--- src/rtl/mlp_pkg.sv ---
// Shared types and defaults for the MLP layer sequencer and its PU watchdog.
package mlp_pkg;
    typedef enum logic [2:0] {IDLE, CLR, ISSUE, WAIT, NDONE, DONE, ERR} state_e;

    localparam int DEF_N_IN     = 62;
    localparam int DEF_N_NEURON = 10;
    localparam int DEF_TIMEOUT  = 15;
    localparam int PU_LATENCY   = 3;

    // Index width for a 0..n-1 counter, never narrower than one bit.
    function automatic int idx_w(input int n);
        return (n > 1) ? $clog2(n) : 1;
    endfunction
endpackage

--- src/rtl/pu_watchdog.sv ---
// Clearable saturating counter that flags the last WAIT cycle a PU may answer in.
module pu_watchdog #(
    parameter int TIMEOUT = 15
) (
    input  logic clk,
    input  logic rst,
    input  logic clr,
    input  logic en,
    output logic expired
);
    localparam int CW = $clog2(TIMEOUT);
    // Count is 0 in the first WAIT cycle, so expiry at TIMEOUT-2 puts ERR
    // exactly TIMEOUT cycles after the pu_start cycle.
    localparam logic [CW-1:0] LAST = CW'(TIMEOUT - 2);

    logic [CW-1:0] cnt_q, cnt_d;

    assign expired = (cnt_q == LAST);

    always_comb begin
        cnt_d = cnt_q;
        if (clr)
            cnt_d = '0;
        else if (en && !expired)
            cnt_d = cnt_q + 1'b1;
    end

    always_ff @(posedge clk or negedge rst) begin
        if (!rst) cnt_q <= '0;
        else      cnt_q <= cnt_d;
    end
endmodule

--- src/rtl/mlp_layer_sequencer.sv ---
// Walks one MLP layer: one PU start/ready handshake per (neuron, input) pair,
// with accumulator clears, completion pulses and a PU timeout watchdog.
module mlp_layer_sequencer
    import mlp_pkg::*;
#(
    parameter int N_IN     = DEF_N_IN,
    parameter int N_NEURON = DEF_N_NEURON,
    parameter int TIMEOUT  = DEF_TIMEOUT,
    parameter int IN_W     = idx_w(N_IN),
    parameter int NR_W     = idx_w(N_NEURON)
) (
    input  logic            clk,
    input  logic            rst,
    input  logic            layer_start,
    input  logic            pu_ready,
    output logic            pu_start,
    output logic            acc_clr,
    output logic [IN_W-1:0] in_addr,
    output logic [NR_W-1:0] neuron_addr,
    output logic            neuron_done,
    output logic            layer_done,
    output logic            busy,
    output logic            err
);
    state_e          state_q, state_d;
    logic [IN_W-1:0] in_addr_q, in_addr_d;
    logic [NR_W-1:0] neuron_addr_q, neuron_addr_d;
    logic            pu_start_q, acc_clr_q, neuron_done_q, layer_done_q, busy_q, err_q;
    logic            pu_start_d, acc_clr_d, neuron_done_d, layer_done_d, busy_d, err_d;
    logic            wd_expired, last_in, last_nr;

    pu_watchdog #(.TIMEOUT(TIMEOUT)) u_wd (
        .clk     (clk),
        .rst     (rst),
        .clr     (state_q == ISSUE),
        .en      (state_q == WAIT),
        .expired (wd_expired)
    );

    assign last_in = (in_addr_q == IN_W'(N_IN - 1));
    assign last_nr = (neuron_addr_q == NR_W'(N_NEURON - 1));

    always_comb begin
        state_d       = state_q;
        in_addr_d     = in_addr_q;
        neuron_addr_d = neuron_addr_q;
        unique case (state_q)
            IDLE, ERR: if (layer_start) begin
                state_d       = CLR;
                in_addr_d     = '0;
                neuron_addr_d = '0;
            end
            CLR: begin
                state_d   = ISSUE;
                in_addr_d = '0;
            end
            ISSUE: state_d = WAIT;
            // Ready is checked before expiry so a late-but-valid answer wins.
            WAIT: if (pu_ready) begin
                if (last_in) state_d = NDONE;
                else begin
                    state_d   = ISSUE;
                    in_addr_d = in_addr_q + 1'b1;
                end
            end else if (wd_expired) begin
                state_d = ERR;
            end
            NDONE: if (last_nr) state_d = DONE;
            else begin
                state_d       = CLR;
                in_addr_d     = '0;
                neuron_addr_d = neuron_addr_q + 1'b1;
            end
            DONE: begin
                state_d       = IDLE;
                in_addr_d     = '0;
                neuron_addr_d = '0;
            end
            default: state_d = IDLE;
        endcase

        // Moore outputs registered off the next state so they align with it.
        pu_start_d    = (state_d == ISSUE);
        acc_clr_d     = (state_d == CLR);
        neuron_done_d = (state_d == NDONE);
        layer_done_d  = (state_d == DONE);
        busy_d        = (state_d == CLR) || (state_d == ISSUE) ||
                        (state_d == WAIT) || (state_d == NDONE);
        err_d         = (state_d == ERR);
    end

    always_ff @(posedge clk or negedge rst) begin
        if (!rst) begin
            state_q       <= IDLE;
            in_addr_q     <= '0;
            neuron_addr_q <= '0;
            pu_start_q    <= 1'b0;
            acc_clr_q     <= 1'b0;
            neuron_done_q <= 1'b0;
            layer_done_q  <= 1'b0;
            busy_q        <= 1'b0;
            err_q         <= 1'b0;
        end else begin
            state_q       <= state_d;
            in_addr_q     <= in_addr_d;
            neuron_addr_q <= neuron_addr_d;
            pu_start_q    <= pu_start_d;
            acc_clr_q     <= acc_clr_d;
            neuron_done_q <= neuron_done_d;
            layer_done_q  <= layer_done_d;
            busy_q        <= busy_d;
            err_q         <= err_d;
        end
    end

    assign pu_start    = pu_start_q;
    assign acc_clr     = acc_clr_q;
    assign in_addr     = in_addr_q;
    assign neuron_addr = neuron_addr_q;
    assign neuron_done = neuron_done_q;
    assign layer_done  = layer_done_q;
    assign busy        = busy_q;
    assign err         = err_q;
endmodule

--- config.mk ---
export PLATFORM = sky130hd
export DESIGN_NAME = mlp_layer_sequencer
export DESIGN_NICKNAME = d
export VERILOG_FILES = /design/src/rtl/mlp_pkg.sv /design/src/rtl/pu_watchdog.sv /design/src/rtl/mlp_layer_sequencer.sv
export SDC_FILE = /design/constraint.sdc
export NUM_CORES = 1
export LEC_CHECK = 0
export CORE_MARGIN = 2
export CORE_UTILIZATION = 35
export DETAILED_ROUTE_END_ITERATION = 8
export HOLD_SLACK_MARGIN = 0.12
export PLACE_DENSITY = 0.63
export SETUP_SLACK_MARGIN = 0.02
export SYNTH_ARGS = -nofsm -noshare
export SYNTH_HDL_FRONTEND = slang
export SYNTH_SLANG_ARGS = --single-unit
export TNS_END_PERCENT = 10
--- constraint.sdc ---
create_clock -name clk -period 3.1 [get_ports clk]
set_input_delay 0.62 -clock clk [delete_from_list [all_inputs] [get_ports clk]]
set_output_delay 0.62 -clock clk [all_outputs]
set_load 0.01 [all_outputs]
== Word-level counts from Yosys, hierarchy flattened ==
Index checks and enable logic that the tools add are counted.

* Output and inout port bits: 16
* Bits of input ports: 4
* Flip-flop bits (word level): 23

* Equal/unequal tests: 19
* Add/sub/neg operators: 3
* Multiplexer cells: 16
* Reductions and logical operators: 13

{| class="wikitable"
|+ Operator list
! operator !! number
|-
| 6-bit two-way mux || 4
|-
| 6-bit case mux with 4 select lines || 1
|-
| 3-bit == test, second input constant || 6
|-
| 4-bit two-way mux || 4
|-
| 3-bit two-way mux || 5
|-
| 3-bit case mux with 5 select lines || 1
|-
| 3-bit by 2-bit == test with 1-bit output, second input constant || 4
|-
| 4-bit case mux with 3 select lines || 1
|-
| 4-bit by 1-bit adder with 4-bit output, second input constant || 2
|-
| 4-bit == test, second input constant || 2
|-
| 2-bit != test, second input constant || 4
|-
| 6-bit by 1-bit adder with 6-bit output, second input constant || 1
|-
| 3-bit by 1-bit == test with 1-bit output, second input constant || 2
|-
| 6-bit == test, second input constant || 1
|-
| 5-bit AND reduction || 1
|-
| 4-bit nonzero test || 1
|-
| 2-bit OR reduction || 2
|-
| 3-bit logical NOT || 1
|-
| 1-bit logical OR || 3
|-
| 3-bit AND reduction || 1
|-
| 3-bit nonzero test || 1
|-
| 2-bit nonzero test || 1
|-
| 1-bit logical AND || 1
|-
| 1-bit logical NOT || 1
|}

== Longest topological paths before layout ==
Gate-level depths: netlist of run 1.

* Depth in word-level cells: 8
* Depth in mapped cells: 8
* Depth with buffers taken out: 8

== Modules after synthesis ==
From an unflattened synthesis of run 1, not the netlist that was laid out.

* Cell total of the unflattened synthesis: 130
* Area total of the unflattened synthesis: 1298.7 um^2

{| class="wikitable"
|+ By module, submodules not included
! module !! cells an instance !! sequential area each (um^2) !! area an instance (um^2) !! instances
|-
| mlp_layer_sequencer || 105 || 475.5 || 1062.3 || 1
|-
| pu_watchdog || 25 || 100.1 || 236.5 || 1
|}

== Worst setup path before layout of run 1 ==
Ideal clock, no wire load.

* Kind: register to register
* Start: register neuron_addr_q[0], in the netlist neuron_addr[0]
* End: register in_addr_q[4], in the netlist in_addr[4]
* Stages on the path, launching flop included: 7
* Path buffers: 0
* Required time: 3031 ps
* Library setup time: 69 ps
* Path slack: 1300 ps
* Data arrival time: 1731 ps
* Cell sequence: dfrtp_1 ha_1 nand3b_1 o32ai_4 a221o_2 or4_1 nand3_1

* Cells in the longest elaborated chain, start to end: 3

{| class="wikitable"
|+ Ends and longest elaborated chain
! item !! line !! source
|-
| start: declaration || mlp_layer_sequencer.sv:27 || <nowiki>logic [NR_W-1:0] neuron_addr_q, neuron_addr_d;</nowiki>
|-
| start signal: assignment || mlp_layer_sequencer.sv:106 || <nowiki>neuron_addr_q <= neuron_addr_d;</nowiki>
|-
| 4-bit == test || mlp_layer_sequencer.sv:41 || <nowiki>assign last_nr = (neuron_addr_q == NR_W'(N_NEURON - 1));</nowiki>
|-
| 2-bit != test (no line) || -- ||
|-
| 5-bit AND reduction (no line) || -- ||
|-
| end signal: assignment || mlp_layer_sequencer.sv:105 || <nowiki>in_addr_q <= in_addr_d;</nowiki>
|-
| end: declaration || mlp_layer_sequencer.sv:26 || <nowiki>logic [IN_W-1:0] in_addr_q, in_addr_d;</nowiki>
|}

Every way passes these cells.
A chain may end at the register's enable or synchronous reset.

== Final worst setup path of run 1 ==
* Start: input port pu_ready
* End: register in_addr_q[4], in the netlist in_addr[4]

* Cells in the longest elaborated chain, start to end: 2

{| class="wikitable"
|+ Ends and longest elaborated chain
! item !! line !! source
|-
| start: declaration || mlp_layer_sequencer.sv:15 || <nowiki>input logic pu_ready,</nowiki>
|-
| 2-bit != test (no line) || -- ||
|-
| 5-bit AND reduction (no line) || -- ||
|}

Every way passes these cells.

==> impl_metrics.tcl, run 1 <==
set metrics [dict create \
    drv_cap 0 \
    vias 981 \
    ios 20 \
    finalCriticalPeriod_ns 2.07 \
    n_antenna_cell 0 \
    synthTopCellsByCount "23 x dfrtp_1, 13 x nor2_1, 13 x o21ai_0" \
    die_y_microns 63.0 \
    drive_gt1_share_pct 8.78 \
    cp_top_family "simple AND/OR/NAND/NOR gates" \
    slew_viol_final 0 \
    critPathBufInv 1 \
    wl_per_cell_microns 12.1 \
    syn-num-nets 136 \
    ys_ff_latch 23 \
    drt_iter0_drc 63 \
    clock_sinks 23 \
    crit_cells 6 \
    htreeDepth 1 \
    worstHoldStart "in_addr[5]" \
    r2r_slack_ns 1.18 \
    start_kind "input pin" \
    drc 0 \
    yosysTopAreaCell "dfrtp_1" \
    critPathCaptureType "register" \
    overflow 0 \
    max_slew_margin_pct 76.2 \
    core_area_sq_um 3340 \
    clockPowerShare_pct 18.3 \
    netlist_area_sq_um 1220 \
    yosysWarnings 0 \
    cts_resized 0 \
    die-area_sq_um 3970 \
    leakage_nw 0.644 \
    area_growth_pct 21.9 \
    worst_pin_slew_ns 0.352 \
    period_share_pct 66.7 \
    comb_power_share_pct 28.0 \
    yosysTopAreaCellShare_pct 47.2 \
    grtUsageTotal_pct 12.7 \
    synth-edff-count 0 \
    utilization_pct 44.5 \
    tns_ns 0 \
    crit_path_start "pu_ready" \
    cts_root_buf "clkbuf_4" \
    holdPathStages 1 \
    portBuffers 19 \
    vdd_ir_drop_max_mv 0.292 \
    finalNetCount 159 \
    hold_buffers 0 \
    grt_pass1_wl_mm 4.07 \
    ctsLongestPathBuffers 2 \
    die_w_microns 63.0 \
    ys_seq_area_share_pct 47.2 \
    antenna_found_initial 0 \
    postSynthAreaPerCell_sq_um 9.67 \
    reg2reg_depth 5 \
    critical_path_class "in -> reg" \
    internal_power_uw 512 \
    rsz0062_at_grt "no" \
    postCtsSetupRepairBufs 0 \
    crit_chain "clkdlybuf4s50_1 > and3b_1 > a21oi_1 > a221o_2 > or4_1 > nand3_1" \
    synth.area.top_cells "dfrtp_1 47%, ha_1 6.2%, o21ai_0 5.3%" \
    synthFlopType "dfrtp_1" \
    timing.rr.start "state_q[1]" \
    crit_fanout 9 \
    numCtsBuffers 3 \
    cts.clk_slew.worst_paths_ns 0.13 \
    dr.pass1.iters 4 \
    wl_mm 2.36 \
    clk_latency_ns 0.32 \
    critPathArrivalTime_ns 2.33 \
    crit_slowest_cell "clkdlybuf4s50_1" \
    pwr-share-seq_pct 53.7 \
    fin_skew_ns 0.00136 \
    grt_start_max_net_pins 24 \
    place.gp.congestion 0.798 \
    hpwl_mm 1.78 \
    async_flop_share_pct 100 \
    power_density_nw_per_um2 524 \
    outcome "finished clean" \
    synthesis.instances 126 \
    cts_tree "done" \
    p_sw_uw 267 \
    worst_path_largest_cell_delay_ns 0.56 \
    cp.required_ns 3.36 \
    ys_types 40 \
    ant_nets 0 \
    yosysMostFrequentCell "dfrtp_1" \
    start_util_pct 36.5 \
    avgViaCountPerCell 5.06 \
    fp-row-count 21 \
    hold_path_class "reg -> reg" \
    grt_pass1_vias 924 \
    setup_viol 0 \
    hold_violations 0 \
    fmax_mhz 484 \
    switching_share_pct 34.3 \
]
## cells in the final DEF, fill, tap and decap left out, drive strengths merged, types with 3 or more instances in the layout
cell type and n:
ha 6, inv 6, dfrtp 23, nor2 13
and2 3, nor2b 3, o21ai 15, nand2b 3
nand3 11, clkdlybuf4s50 19, clkbuf 3, nand2 11
## state kept, by name (all words and copies together) (netlist names)
signal / count
in_addr: 6
neuron_addr: 4
u_wd.cnt_q: 4
state_q: 3
acc_clr: 1
busy: 1
err: 1
layer_done: 1
neuron_done: 1
pu_start: 1
## kinds of logic after synthesis
group                      Yosys count  synth area share [%]
and+or+nand+nor                     57                  24.5
AOI/OAI and AO/OA                   30                  17.5
DFF                                 23                  47.2
buffers and inverters                8                  3.18
adders and majority gates            6                  6.16
xor gates and xnor gates             2                  1.44
## layer usage
metal	up-vias	GRT usage (%)	part of all wire, %
li1	490	-	-
met1	465	16.9	49
met2	24	20.5	46
met3	2	1.98	3.6
met4	0	5.56	0.98
met5	-	0	0
## power groups by stage
stage	sequential, mW	clock, mW	combinational, mW
finish	0.419	0.142	0.218
global route	0.431	0.158	0.249
CTS	0.418	0.145	0.222
detailed placement	0.423	0	0.222
global placement	0.421	0	0.216
floorplan	0.421	0	0.121
## final timing paths
kind,to
setup / recovery,in_addr[4]
hold / removal,in_addr[5]
setup reg to reg,in_addr[4]
hold reg to reg,in_addr[5]
max in group asynchronous,u_wd.cnt_q[3]
min in group asynchronous,state_q[1]
## final cells by class
cell class / count / area, sq um
Fill cell: 347 / 1850
Multi-Input combinational cell: 95 / 604
Sequential cell: 23 / 576
Timing Repair Buffer: 20 / 198
Tap cell: 46 / 57.6
Clock buffer: 3 / 22.5
Inverter: 6 / 22.5
Clock inverter: 1 / 5.00
## through the flow
step                      cell area (sq um)  total power [mW]  hold WS, ns  std cells  worst slack, ns
after global placement                 1460             0.637        0.510        190            0.768
final                                  1490             0.779        0.552        194             1.03
after CTS                              1490             0.786        0.550        194             1.04
after floorplan                        1220             0.542        0.324        126             1.30
after detailed placement               1460             0.645        0.531        190            0.716
after global routing                   1490             0.838        0.563        194            0.953
## worst register-to-register path, cell delays in order (launching register included)
cell and delay, ns:
dfrtp_1 0.51, nor2b_2 0.32, o32ai_4 0.14, a221o_2 0.39
or4_1 0.42, nand3_1 0.09
Note: power is estimated with default switching activity, not from simulation.
==> run 2: changes to the inputs <==
Clock period 3.1 ns to 2.1 ns, I/O delays scaled along.
==> impl_metrics.tcl, run 2 (synthesis gave the netlist of run 1 again) <==
set metrics [dict create \
    outcome "finished clean" \
    start_util_pct 36.5 \
    die-area_sq_um 3970 \
    drv_cap 0 \
    htreeDepth 1 \
    n_fill_cell 341 \
    wl_mm 2.50 \
    cts.clk_slew.worst_paths_ns 0.13 \
    place.gp.congestion 0.777 \
    fmax_mhz 529 \
    cts_root_buf "clkbuf_4" \
    drt_iter0_drc 80 \
    grt_pass1_wl_mm 4.60 \
    met2_usage_pct 22.7 \
    hold_violations 0 \
    critPathArrivalTime_ns 2.12 \
    worst_pin_slew_ns 0.385 \
    tns_ns 0 \
    finalNetCount 163 \
    max_slew_margin_pct 74.0 \
    layout_commonest_cell "dfrtp_1" \
    place_area_sq_um 1500 \
    largest_reg_flops 6 \
    final_area_sq_um 1530 \
    dr.pass1.iters 4 \
    hpwl_mm 1.90 \
    clock_sinks 23 \
    fp-row-count 21 \
    numCtsBuffers 3 \
    grtUsageTotal_pct 14.3 \
    vias 1018 \
    dpl_worst_slack_ns -0.0258 \
    crit_fanout 9 \
    top_usage_layer "met2" \
    slew_viol_final 0 \
    drc 0 \
    cp.required_ns 2.33 \
    ant_nets 0 \
    cts_resized 0 \
    holdWs_ns 0.443 \
    rsz0062_at_grt "no" \
    postCtsSetupRepairBufs 0 \
    grt_util_met3_pct 2.52 \
    clk_latency_ns 0.31 \
    critical_path_class "reg -> reg" \
    utilization_pct 45.8 \
    critPathCaptureType "register" \
    wl_per_cell_microns 12.6 \
    grt_pass1_vias 981 \
    finalCriticalPeriod_ns 1.89 \
    portBuffers 19 \
    antenna_found_initial 0 \
    cts_tree "done" \
    leakage_nw 0.668 \
    final_cell_mix "23 x dfrtp_1, 19 x clkdlybuf4s50_1, 13 x o21ai_0, 13 x nor2_1" \
    core_area_sq_um 3340 \
    ios 20 \
    avgViaCountPerCell 5.14 \
    ctsLongestPathBuffers 2 \
    fin_skew_ns 0.00165 \
    hold_buffers 0 \
    setup_viol 0 \
    period_share_pct 89.9 \
    start_kind "register" \
    drive_gt1_share_pct 11.2 \
    n_antenna_cell 0 \
    die_w_microns 63.0 \
    grt_start_max_net_pins 24 \
    power_density_nw_per_um2 764 \
    use_met1_pct 19.7 \
    setup_ws_ns 0.211 \
    overflow 0 \
    area_growth_pct 25.4 \
    hold_path_class "in -> async" \
    vdd_ir_drop_max_mv 0.259 \
    die_y_microns 63.0 \
]
run 2: per-layer routing:
layer	wire length, microns	vias to the layer above
met2	1230	16
met3	55	2
met4	8	0
met5	0	-
met1	1200	503
li1	-	497
run 2: power breakdown:
group	total [mW]	switching, mW	internal (mW)
logic	0.336	0.162	0.174
clock network	0.210	0.139	0.0712
registers	0.621	0.102	0.519
run 2: metrics by stage:
step / cells / power, mW
2_1_floorplan: 126 / 0.800
3_3_place_gp: 194 / 0.952
3_5_place_dp: 194 / 0.969
4_1_cts: 198 / 1.18
5_1_grt: 198 / 1.27
6_report: 198 / 1.17
run 2: path summary, 6_finish.rpt:
path	from	endpoint	slack, ns	cells past startpoint
worst max-delay path	state_q[1]	in_addr[5]	0.21	5
worst min-delay path	rst	state_q[1]	0.44	2
worst max register to register	state_q[1]	in_addr[5]	0.21	5
worst min register to register	in_addr[5]	in_addr[5]	0.55	1
max in group asynchronous	rst	u_wd.cnt_q[1]	1.44	2
min in group clk	in_addr[5]	in_addr[5]	0.55	1
run 2: critical path, cell delays in order, from the launching register on:
cell and delay, ns:
dfrtp_1 0.51, nor2b_2 0.34, o32ai_4 0.12, a221o_2 0.36, or2_4 0.26, o31ai_2 0.21
run 2: cell type report:
type	instances	area, sq um	area share, %
multi-input cells	95	604	39.6
flip-flops and latches	23	576	37.7
repair buffers	24	240	15.7
well taps	46	57.6	3.77
clock buffers	3	22.5	1.47
inverters	6	22.5	1.47
clock inverters	1	5.00	0.328
